===== src/rtl/pong_pkg.sv =====
// pong_pkg: shared encodings and constants for the pong match logic.
// Contents: FSM state codes, winner codes, ball centre coordinates, default winning score.
package pong_pkg;
   localparam logic [2:0] S_IDLE  = 3'd0;
   localparam logic [2:0] S_SERVE = 3'd1;
   localparam logic [2:0] S_RALLY = 3'd2;
   localparam logic [2:0] S_POINT = 3'd3;
   localparam logic [2:0] S_OVER  = 3'd4;
   typedef enum logic [1:0] {WIN_NONE = 2'b00, WIN_P1 = 2'b01, WIN_P2 = 2'b10} winner_t;
   localparam int CENTER_X = 316;
   localparam int CENTER_Y = 236;
   localparam int DEFAULT_WIN_SCORE = 9;
endpackage


===== src/rtl/match_sequencer_if.sv =====
// match_sequencer_if: event inputs and match-status outputs of the rally sequencer.
// Inputs to the sequencer: frame_tick, start, point_p1, point_p2, paddle_hit.
// Outputs from the sequencer: ball_run, ball_center, serve_right, score1, score2, winner, speed_level, state.
// slave = sequencer side, master = driver/observer side.
interface match_sequencer_if;
   logic       frame_tick;
   logic       start;
   logic       point_p1;
   logic       point_p2;
   logic       paddle_hit;
   logic       ball_run;
   logic       ball_center;
   logic       serve_right;
   logic [3:0] score1;
   logic [3:0] score2;
   logic [1:0] winner;
   logic [2:0] speed_level;
   logic [2:0] state;
   modport slave (
      input  frame_tick, start, point_p1, point_p2, paddle_hit,
      output ball_run, ball_center, serve_right, score1, score2, winner, speed_level, state
   );
   modport master (
      output frame_tick, start, point_p1, point_p2, paddle_hit,
      input  ball_run, ball_center, serve_right, score1, score2, winner, speed_level, state
   );
endinterface


===== src/rtl/tick_countdown.sv =====
// tick_countdown: counts frame ticks down from a loaded value and flags the final one.
// Ports: clk, reset (sync, active-high), load strobe, load_value, frame_tick in; done out.
// done is combinational so the owner can change state on the very edge of the qualifying tick.
// A tick coinciding with load is not counted because load takes priority.
module tick_countdown #(
   parameter int W = 8
) (
   input  logic         clk,
   input  logic         reset,
   input  logic         load,
   input  logic [W-1:0] load_value,
   input  logic         frame_tick,
   output logic         done
);
   logic [W-1:0] cnt;
   always_ff @(posedge clk) begin
      if (reset) cnt <= '0;
      else if (load) cnt <= load_value;
      else if (frame_tick && cnt != '0) cnt <= cnt - 1'b1;
   end
   assign done = frame_tick && cnt == W'(1);
endmodule


===== src/rtl/match_sequencer.sv =====
// match_sequencer: pong match flow FSM with scores, winner decode and rally speed escalation.
// Ports: clk, reset (sync, active-high); bus (slave) carries frame_tick/start/point/hit inputs
// and the registered ball_run, ball_center, serve_right, score1/2, winner, speed_level, state outputs.
module match_sequencer
   import pong_pkg::*;
#(
   parameter int WIN_SCORE      = DEFAULT_WIN_SCORE,
   parameter int SERVE_DELAY    = 60,
   parameter int POINT_DELAY    = 90,
   parameter int HITS_PER_LEVEL = 4,
   parameter int MAX_LEVEL      = 7
) (
   input logic clk,
   input logic reset,
   match_sequencer_if.slave bus
);
   localparam logic [3:0] WIN_LAST = 4'(WIN_SCORE - 1);
   localparam logic [7:0] HIT_LAST = 8'(HITS_PER_LEVEL - 1);
   localparam logic [2:0] LVL_MAX  = 3'(MAX_LEVEL);
   logic       load, done;
   logic [7:0] load_value;
   logic [7:0] hits;
   // The countdown is reloaded on every entry into SERVE or POINT; RALLY is the only
   // state that loads the point pause, every other load is a serve delay.
   assign load = (bus.state == S_IDLE && bus.start) || (bus.state == S_POINT && done) ||
                 (bus.state == S_RALLY && (bus.point_p1 || bus.point_p2));
   assign load_value = bus.state == S_RALLY ? 8'(POINT_DELAY) : 8'(SERVE_DELAY);
   tick_countdown #(.W(8)) u_countdown (
      .clk(clk),
      .reset(reset),
      .load(load),
      .load_value(load_value),
      .frame_tick(bus.frame_tick),
      .done(done)
   );
   always_ff @(posedge clk) begin
      if (reset) begin
         bus.state       <= S_IDLE;
         bus.ball_run    <= 1'b0;
         bus.ball_center <= 1'b0;
         bus.serve_right <= 1'b0;
         bus.score1      <= '0;
         bus.score2      <= '0;
         bus.winner      <= WIN_NONE;
         bus.speed_level <= '0;
         hits            <= '0;
      end else begin
         bus.ball_center <= 1'b0;
         case (bus.state)
            S_IDLE: if (bus.start) begin
               bus.state       <= S_SERVE;
               bus.ball_center <= 1'b1;
            end
            S_SERVE: if (done) begin
               bus.state    <= S_RALLY;
               bus.ball_run <= 1'b1;
            end
            // Priority: point_p1 over point_p2, any point over paddle_hit.
            S_RALLY: if (bus.point_p1) begin
               bus.score1      <= bus.score1 + 1'b1;
               bus.serve_right <= 1'b1;
               bus.ball_run    <= 1'b0;
               bus.state       <= bus.score1 == WIN_LAST ? S_OVER : S_POINT;
               bus.winner      <= bus.score1 == WIN_LAST ? WIN_P1 : WIN_NONE;
            end else if (bus.point_p2) begin
               bus.score2      <= bus.score2 + 1'b1;
               bus.serve_right <= 1'b0;
               bus.ball_run    <= 1'b0;
               bus.state       <= bus.score2 == WIN_LAST ? S_OVER : S_POINT;
               bus.winner      <= bus.score2 == WIN_LAST ? WIN_P2 : WIN_NONE;
            end else if (bus.paddle_hit) begin
               hits            <= hits == HIT_LAST ? '0 : hits + 1'b1;
               bus.speed_level <= hits == HIT_LAST && bus.speed_level != LVL_MAX ?
                                  bus.speed_level + 1'b1 : bus.speed_level;
            end
            S_POINT: if (done) begin
               bus.state       <= S_SERVE;
               bus.ball_center <= 1'b1;
               bus.speed_level <= '0;
               hits            <= '0;
            end
            S_OVER: ;
            default: bus.state <= S_IDLE;
         endcase
      end
   end
endmodule


===== src/flat_wrapper.sv =====
// flat-port wrapper written by rule: the top's interface ports become plain ports
module match_sequencer_flat import pong_pkg::*;
#(
   parameter int WIN_SCORE      = DEFAULT_WIN_SCORE,
   parameter int SERVE_DELAY    = 60,
   parameter int POINT_DELAY    = 90,
   parameter int HITS_PER_LEVEL = 4,
   parameter int MAX_LEVEL      = 7
)
  (clk, reset, bus_frame_tick, bus_start, bus_point_p1, bus_point_p2, bus_paddle_hit, bus_ball_run, bus_ball_center, bus_serve_right, bus_score1, bus_score2, bus_winner, bus_speed_level, bus_state);
  match_sequencer_if bus_i ();
  input logic clk;
  input logic reset;
  input wire logic [$bits(bus_i.frame_tick)-1:0] bus_frame_tick;
  input wire logic [$bits(bus_i.start)-1:0] bus_start;
  input wire logic [$bits(bus_i.point_p1)-1:0] bus_point_p1;
  input wire logic [$bits(bus_i.point_p2)-1:0] bus_point_p2;
  input wire logic [$bits(bus_i.paddle_hit)-1:0] bus_paddle_hit;
  output wire logic [$bits(bus_i.ball_run)-1:0] bus_ball_run;
  output wire logic [$bits(bus_i.ball_center)-1:0] bus_ball_center;
  output wire logic [$bits(bus_i.serve_right)-1:0] bus_serve_right;
  output wire logic [$bits(bus_i.score1)-1:0] bus_score1;
  output wire logic [$bits(bus_i.score2)-1:0] bus_score2;
  output wire logic [$bits(bus_i.winner)-1:0] bus_winner;
  output wire logic [$bits(bus_i.speed_level)-1:0] bus_speed_level;
  output wire logic [$bits(bus_i.state)-1:0] bus_state;
  assign bus_i.frame_tick = bus_frame_tick;
  assign bus_i.start = bus_start;
  assign bus_i.point_p1 = bus_point_p1;
  assign bus_i.point_p2 = bus_point_p2;
  assign bus_i.paddle_hit = bus_paddle_hit;
  assign bus_ball_run = bus_i.ball_run;
  assign bus_ball_center = bus_i.ball_center;
  assign bus_serve_right = bus_i.serve_right;
  assign bus_score1 = bus_i.score1;
  assign bus_score2 = bus_i.score2;
  assign bus_winner = bus_i.winner;
  assign bus_speed_level = bus_i.speed_level;
  assign bus_state = bus_i.state;
  match_sequencer #(.WIN_SCORE(WIN_SCORE), .SERVE_DELAY(SERVE_DELAY), .POINT_DELAY(POINT_DELAY), .HITS_PER_LEVEL(HITS_PER_LEVEL), .MAX_LEVEL(MAX_LEVEL)) u_core (.clk(clk), .reset(reset), .bus(bus_i));
endmodule

===== config.mk =====
export PLATFORM = sky130hd
export DESIGN_NAME = match_sequencer_flat
export DESIGN_NICKNAME = d
export VERILOG_FILES = /design/src/rtl/pong_pkg.sv /design/src/rtl/match_sequencer_if.sv /design/src/rtl/tick_countdown.sv /design/src/rtl/match_sequencer.sv /design/src/flat_wrapper.sv
export SDC_FILE = /design/constraint.sdc
export NUM_CORES = 1
export LEC_CHECK = 0
export CORE_MARGIN = 3
export CORE_UTILIZATION = 58
export DETAILED_ROUTE_END_ITERATION = 12
export GPL_ROUTABILITY_DRIVEN = 0
export PLACE_DENSITY_LB_ADDON = 0.2
export SYNTH_ARGS = -nofsm -noshare
export SYNTH_HDL_FRONTEND = slang
export SYNTH_SLANG_ARGS = --single-unit

===== constraint.sdc =====
create_clock -name clk -period 3.2 [get_ports clk]
set_input_delay 0.96 -clock clk [delete_from_list [all_inputs] [get_ports clk]]
set_output_delay 0.96 -clock clk [all_outputs]
set_load 0.1 [all_outputs]

# After elaboration in Yosys (flattened, before gate mapping)
# Index checks and enable logic that the tools add are counted.
dict set report classes {
  addsub 5
  eq_ne 17
  n_mux 35
  bitwise_logic 2
  n_reduce_logical 22
}
# operator n
set op_table {}
lappend op_table {{$mux W8} 7}
lappend op_table {{$mux W3} 12}
lappend op_table {{$pmux W8 S2} 1}
lappend op_table {{$pmux W3 S5} 1}
lappend op_table {{$ne A2 B2 Y1 const B} 5}
lappend op_table {{$reduce_and A5 Y1} 2}
lappend op_table {{$add A4 B1 Y4 const B} 2}
lappend op_table {{$add A8 B1 Y8 const B} 1}
lappend op_table {{$eq A4 B4 Y1 const B} 2}
lappend op_table {{$eq A8 B1 Y1 const B} 1}
lappend op_table {{$eq A8 B2 Y1 const B} 1}
lappend op_table {{$reduce_bool A2 Y1} 4}
lappend op_table {{$reduce_bool A8 Y1} 1}
lappend op_table {{$sub A8 B1 Y8 const B} 1}
lappend op_table {{$mux W1} 7}
lappend op_table {{$mux W7} 1}
lappend op_table {{$eq A3 B2 Y1 const B} 2}
lappend op_table {{$logic_and A1 B1 Y1} 6}
lappend op_table {{$mux W2} 3}
lappend op_table {{$ne A3 B3 Y1 const B} 2}
lappend op_table {{$pmux W3 S2} 1}
lappend op_table {{$reduce_and A3 Y1} 2}
lappend op_table {{$reduce_and A6 Y1} 1}
lappend op_table {{$ne A2 B1 Y1 const B} 2}
lappend op_table {{8 further kinds} 13}
dict set report word_totals {
  ff_bits 35
  input_bits 7
  out_inout_bits 19
}

# Logic depth before layout (Yosys ltp)
dict set report depth {
  depth_word 7
  ltp_mapped 6
}

# Modules after synthesis
# From an unflattened synthesis, not the netlist that was laid out.
dict set report unflattened {
  hier_cells 225
  area_unflattened_um2 1931.9
}
# module instances cells_per_inst area_per_inst_um2 seq_area_each_um2
set by_module_without_submodules {}
lappend by_module_without_submodules {match_sequencer 1 162 1418.9 540.5}
lappend by_module_without_submodules {tick_countdown 1 63 513.0 160.2}

# Worst setup path before layout
# Ideal clock, no wire load.
dict set report synth_timing {
  path_type {reg2reg}
  from {reg u_core.bus.state[1]}
  to {reg u_core.hits[6]}
  setup_time_ps 74
  arrival_time_ps 2293
  required_time_ps 3126
  setup_slack_ps 832
  stages_incl_launch_ff 6
  n_path_buf 1
  period_less_slack_ps 2368
  path_cell_list {dfxtp_1 > or3b_1 > buf_6 > a211oi_4 > or3b_1 > a31oi_1}
}
dict set report synth_between {
  elab_chain_cells 3
  elab_cells_between_ends 9
  cone_classes {eq/ne: 6; mux: 1; reduce/logical: 2}
}
# element line_no
set synth_rtl {}
lappend synth_rtl {{start: declaration} match_sequencer_if.sv:21} ;# output ball_run, ball_center, serve_right, score1, score2, winner, speed_level, state
lappend synth_rtl {{start signal: assignment} match_sequencer.sv:63} ;# bus.state <= bus.score1 == WIN_LAST ? S_OVER : S_POINT;
lappend synth_rtl {{start signal: assignment} match_sequencer.sv:69} ;# bus.state <= bus.score2 == WIN_LAST ? S_OVER : S_POINT;
lappend synth_rtl {{$eq A3 B2 Y1} match_sequencer.sv:49} ;# case (bus.state)
lappend synth_rtl {{$ne A2 B1 Y1 (no line), or another cell as far along} -}
lappend synth_rtl {{$reduce_and A5 Y1 (no line)} -}
lappend synth_rtl {{end signal: assignment} match_sequencer.sv:72} ;# hits <= hits == HIT_LAST ? '0 : hits + 1'b1;
lappend synth_rtl {{end: declaration} match_sequencer.sv:22} ;# logic [7:0] hits;
# Several ways; a longest one is shown, not always the timed one.
# A chain may end at the register's enable or synchronous reset.

# Worst setup path in the final report
dict set report layout_timing {
  from {in bus_point_p2}
  to {reg u_core.hits[6]}
}
dict set report layout_between {
  elab_chain_cells 2
}
# element line_no
set layout_rtl {}
lappend layout_rtl {{start: declaration} flat_wrapper.sv:17} ;# input wire logic [$bits(bus_i.point_p2)-1:0] bus_point_p2;
lappend layout_rtl {{$ne A2 B2 Y1 (no line)} -}
lappend layout_rtl {{$reduce_and A5 Y1 (no line)} -}
# No other way between the ends.

==> flow_metrics.env <==
export IMPL_tritoncts="yes"
export IMPL_synthTopCellsByArea="dfxtp_1 37%, a21oi_1 6.0%, ha_1 5.9%, nor2_1 3.9%, nand3_1 3.7%"
export IMPL_ff_latch_area_sq_um=701
export IMPL_die_w_microns=63.5
export IMPL_cts_resized=0
export IMPL_synthArstFlopShare_pct=0
export IMPL_area_delta_synth_final_pct=17.4
export IMPL_portBuffers=25
export IMPL_finalNetCount=268
export IMPL_finalCritPeriodShare_pct=80.1
export IMPL_yosysSeqAreaShare_pct=36.5
export IMPL_h_tree_depth=2
export IMPL_start_kind="input pin"
export IMPL_clock_sinks=35
export IMPL_max_freq_mhz=390
export IMPL_core_area_sq_um=3100
export IMPL_min_path_type="reg -> reg"
export IMPL_grtUsageTotal_pct=22.1
export IMPL_hold_ws_ns=0.478
export IMPL_setup_viol_count_final=0
export IMPL_hold_end="u_core.bus.winner[1]$_SDFFE_PP0P_"
export IMPL_synth_seq_cells=35
export IMPL_dp_slack_ns=0.317
export IMPL_drive_gt1_share_pct=16.6
export IMPL_antenna_found_initial=0
export IMPL_hpwlAfterDp_mm=2.94
export IMPL_fin_tns_setup_ns=0
export IMPL_rsz0062_at_grt="no"
export IMPL_yosys_area_top_type="dfxtp_1"
export IMPL_grt_max_degree=15
export IMPL_start_util_pct=61.8
export IMPL_synthesis_area_sq_um=1920
export IMPL_die_area_sq_um=4030
export IMPL_rows=20
export IMPL_regToRegEndpoint="u_core.hits[6]$_SDFFE_PP0P_"
export IMPL_outcome="finished, final reports clean"
export IMPL_finalCriticalPeriod_ns=2.56
export IMPL_postCtsHoldBufs=0
export IMPL_multi_input_area_sq_um=1130
export IMPL_post_cts_setup_buffers=0
export IMPL_dieHeight_microns=63.5
export IMPL_wirelength_mm=4.06
export IMPL_maxSlewHeadroom_pct=48.1
export IMPL_yosysTopAreaCellShare_pct=36.5
export IMPL_wire_per_inst_microns=13.7
export IMPL_timing_final_ws_setup_ns=0.636
export IMPL_synth_top_flop_cell="dfxtp_1"
export IMPL_path_clk_slew_ns=0.10
export IMPL_clk_latency_ns=0.34
export IMPL_synthCells=222
export IMPL_clock_skew_ns=0.0109
export IMPL_via_per_inst=5.83
export IMPL_syn_avg_cell_area_sq_um=8.64
export IMPL_drtIter0Drc=107
export IMPL_power_leakage_nw=0.869
export IMPL_yosys_warnings=0
export IMPL_pin_count=26
export IMPL_worstSetupPathType="in -> reg"
export IMPL_vias=1731
export IMPL_r2r_cells=4
export IMPL_diodes=0
export IMPL_placed_cells=289
export IMPL_arrival_ns=2.82
export IMPL_path_max_fanout=7
export IMPL_cts_inserted_buffers=5
export IMPL_rrSetupSlack_ns=1.09
export IMPL_drcViolationCount=0
export IMPL_firstDrtPassIters=4
export IMPL_root_buffer="clkbuf_4"
export IMPL_synth_cell_types=49
export IMPL_synth_edf_count=0
export IMPL_endpoint_kind="register"
export IMPL_hold_start="u_core.bus.winner[1]$_SDFFE_PP0P_"
export IMPL_grt_pass1_vias=1562
export IMPL_slew_violations=0
export IMPL_finalHoldViolCount=0
export IMPL_power_density_nw_per_um2=456
export IMPL_fillers=269
export IMPL_ir_worst_vdd_mv=0.315
export IMPL_grt_ovfl_total=0
export IMPL_syn_num_nets=238
export IMPL_cts_path_max_buffers=2
export IMPL_worstMarginPinSlew_ns=0.768
export IMPL_grt_pass1_wl_mm=7.15
export IMPL_fin_cells=297
export IMPL_cp_data_required_time_ns=3.45
export IMPL_rr_startpoint="u_core.bus.state[1]$_SDFFE_PP0P_"
export IMPL_maxCapViolations=0
export IMPL_hold_path_depth=2
export IMPL_ant_nets=0
-- worst max-delay path by stage --
stage	from	endpoint	slack [ns]	depth (start not counted)
2_1_floorplan	u_core.bus.state[1]$_SDFFE_PP0P_	u_core.hits[6]$_SDFFE_PP0P_	0.83	5
3_5_place_dp	bus_point_p2	u_core.hits[6]$_SDFFE_PP0P_	0.32	5
6_report	bus_point_p2	u_core.hits[6]$_SDFFE_PP0P_	0.64	5
5_1_grt	bus_frame_tick	u_core.u_countdown.cnt[5]$_SDFFE_PP0P_	0.55	4
3_3_place_gp	bus_frame_tick	u_core.u_countdown.cnt[5]$_SDFFE_PP0P_	0.35	4
4_1_cts	bus_point_p2	u_core.hits[6]$_SDFFE_PP0P_	0.66	5
-- power breakdown --
part | total [mW] | switching [mW] | internal (mW)
combinational | 0.256 | 0.156 | 0.101
clock | 0.270 | 0.141 | 0.129
sequential | 0.501 | 0.0400 | 0.461
-- registers in the layout, summed over array words and instances (netlist names) --
| name | count |
|---|---|
| u_core.hits | 8 |
| u_core.u_countdown.cnt | 8 |
| u_core.bus.score1 | 4 |
| u_core.bus.score2 | 4 |
| u_core.bus.speed_level | 3 |
| u_core.bus.state | 3 |
| u_core.bus.winner | 2 |
| u_core.bus.ball_center | 1 |
| u_core.bus.ball_run | 1 |
| u_core.bus.serve_right | 1 |
-- routing by layer --
metal	vias up	track usage, %	wire (microns)
met2	58	33.8	1800
met3	8	6.24	256
met5	-	0	0
met4	0	7.01	85
met1	793	29.9	1920
li1	872	-	-
-- cells by family (layout without fill, tap and decap cells) --
group	Yosys count	in the layout	synth area share [%]
fa+ha+maj	9	9	5.87
flops	35	35	36.5
compound gates	54	54	19.7
xor+xnor	8	8	3.65
buf+inv	21	52	4.50
mux	4	4	2.09
simple gates	91	91	27.7
-- cells in the final DEF, fill, tap and decap left out, types with 3 or more instances in the layout --
| cell | n |
|---|---|
| dfxtp_1 | 35 |
| buf_4 | 25 |
| a21oi_1 | 23 |
| nor2_1 | 20 |
| nand2_1 | 15 |
| nand3_1 | 14 |
| inv_1 | 13 |
| ha_1 | 9 |
| o21ai_0 | 7 |
| nor3_1 | 7 |
| xnor2_1 | 6 |
| clkdlybuf4s50_1 | 6 |
| clkbuf_4 | 5 |
| nor3b_1 | 4 |
| and3_1 | 4 |
| a311oi_1 | 4 |
| a31oi_1 | 4 |
| mux2i_1 | 4 |
| nand4bb_1 | 3 |
| and2_1 | 3 |
| or3_1 | 3 |
-- Yosys cell counts (3+ instances only) --
cell type	n
a21oi_1	23
a311oi_1	4
a31oi_1	4
and2_1	3
and3_1	4
clkbuf_1	7
dfxtp_1	35
ha_1	9
inv_1	13
mux2i_1	4
nand2_1	15
nand3_1	14
nand4bb_1	3
nor2_1	20
nor3_1	7
nor3b_1	4
o21ai_0	7
or3_1	3
xnor2_1	6
-- cell type report --
type	instances	area share, %
Inverter	13	2.17
Clock buffer	8	3.06
Tap cell	44	2.44
Multi-Input combinational cell	166	50.2
Timing Repair Buffer	31	11.0
Sequential cell	35	31.1
-- worst max-delay path, cell delays in order --
cell	delay, ns
clkdlybuf4s50_1	0.47
or3b_2	0.53
a211oi_4	0.31
or3b_1	0.38
a31oi_1	0.17
-- stage by stage --
step / cell area [sq um] / util [%] / power [mW]
5_1_grt: 2250 / 72.6 / 1.09
6_report: 2250 / 72.6 / 1.03
2_1_floorplan: 1920 / - / 0.700
3_5_place_dp: 2180 / 70.4 / 0.765
4_1_cts: 2250 / 72.6 / 1.03
3_3_place_gp: 2180 / 70.4 / 0.759
No activity file was read; power rests on OpenSTA's default activity.
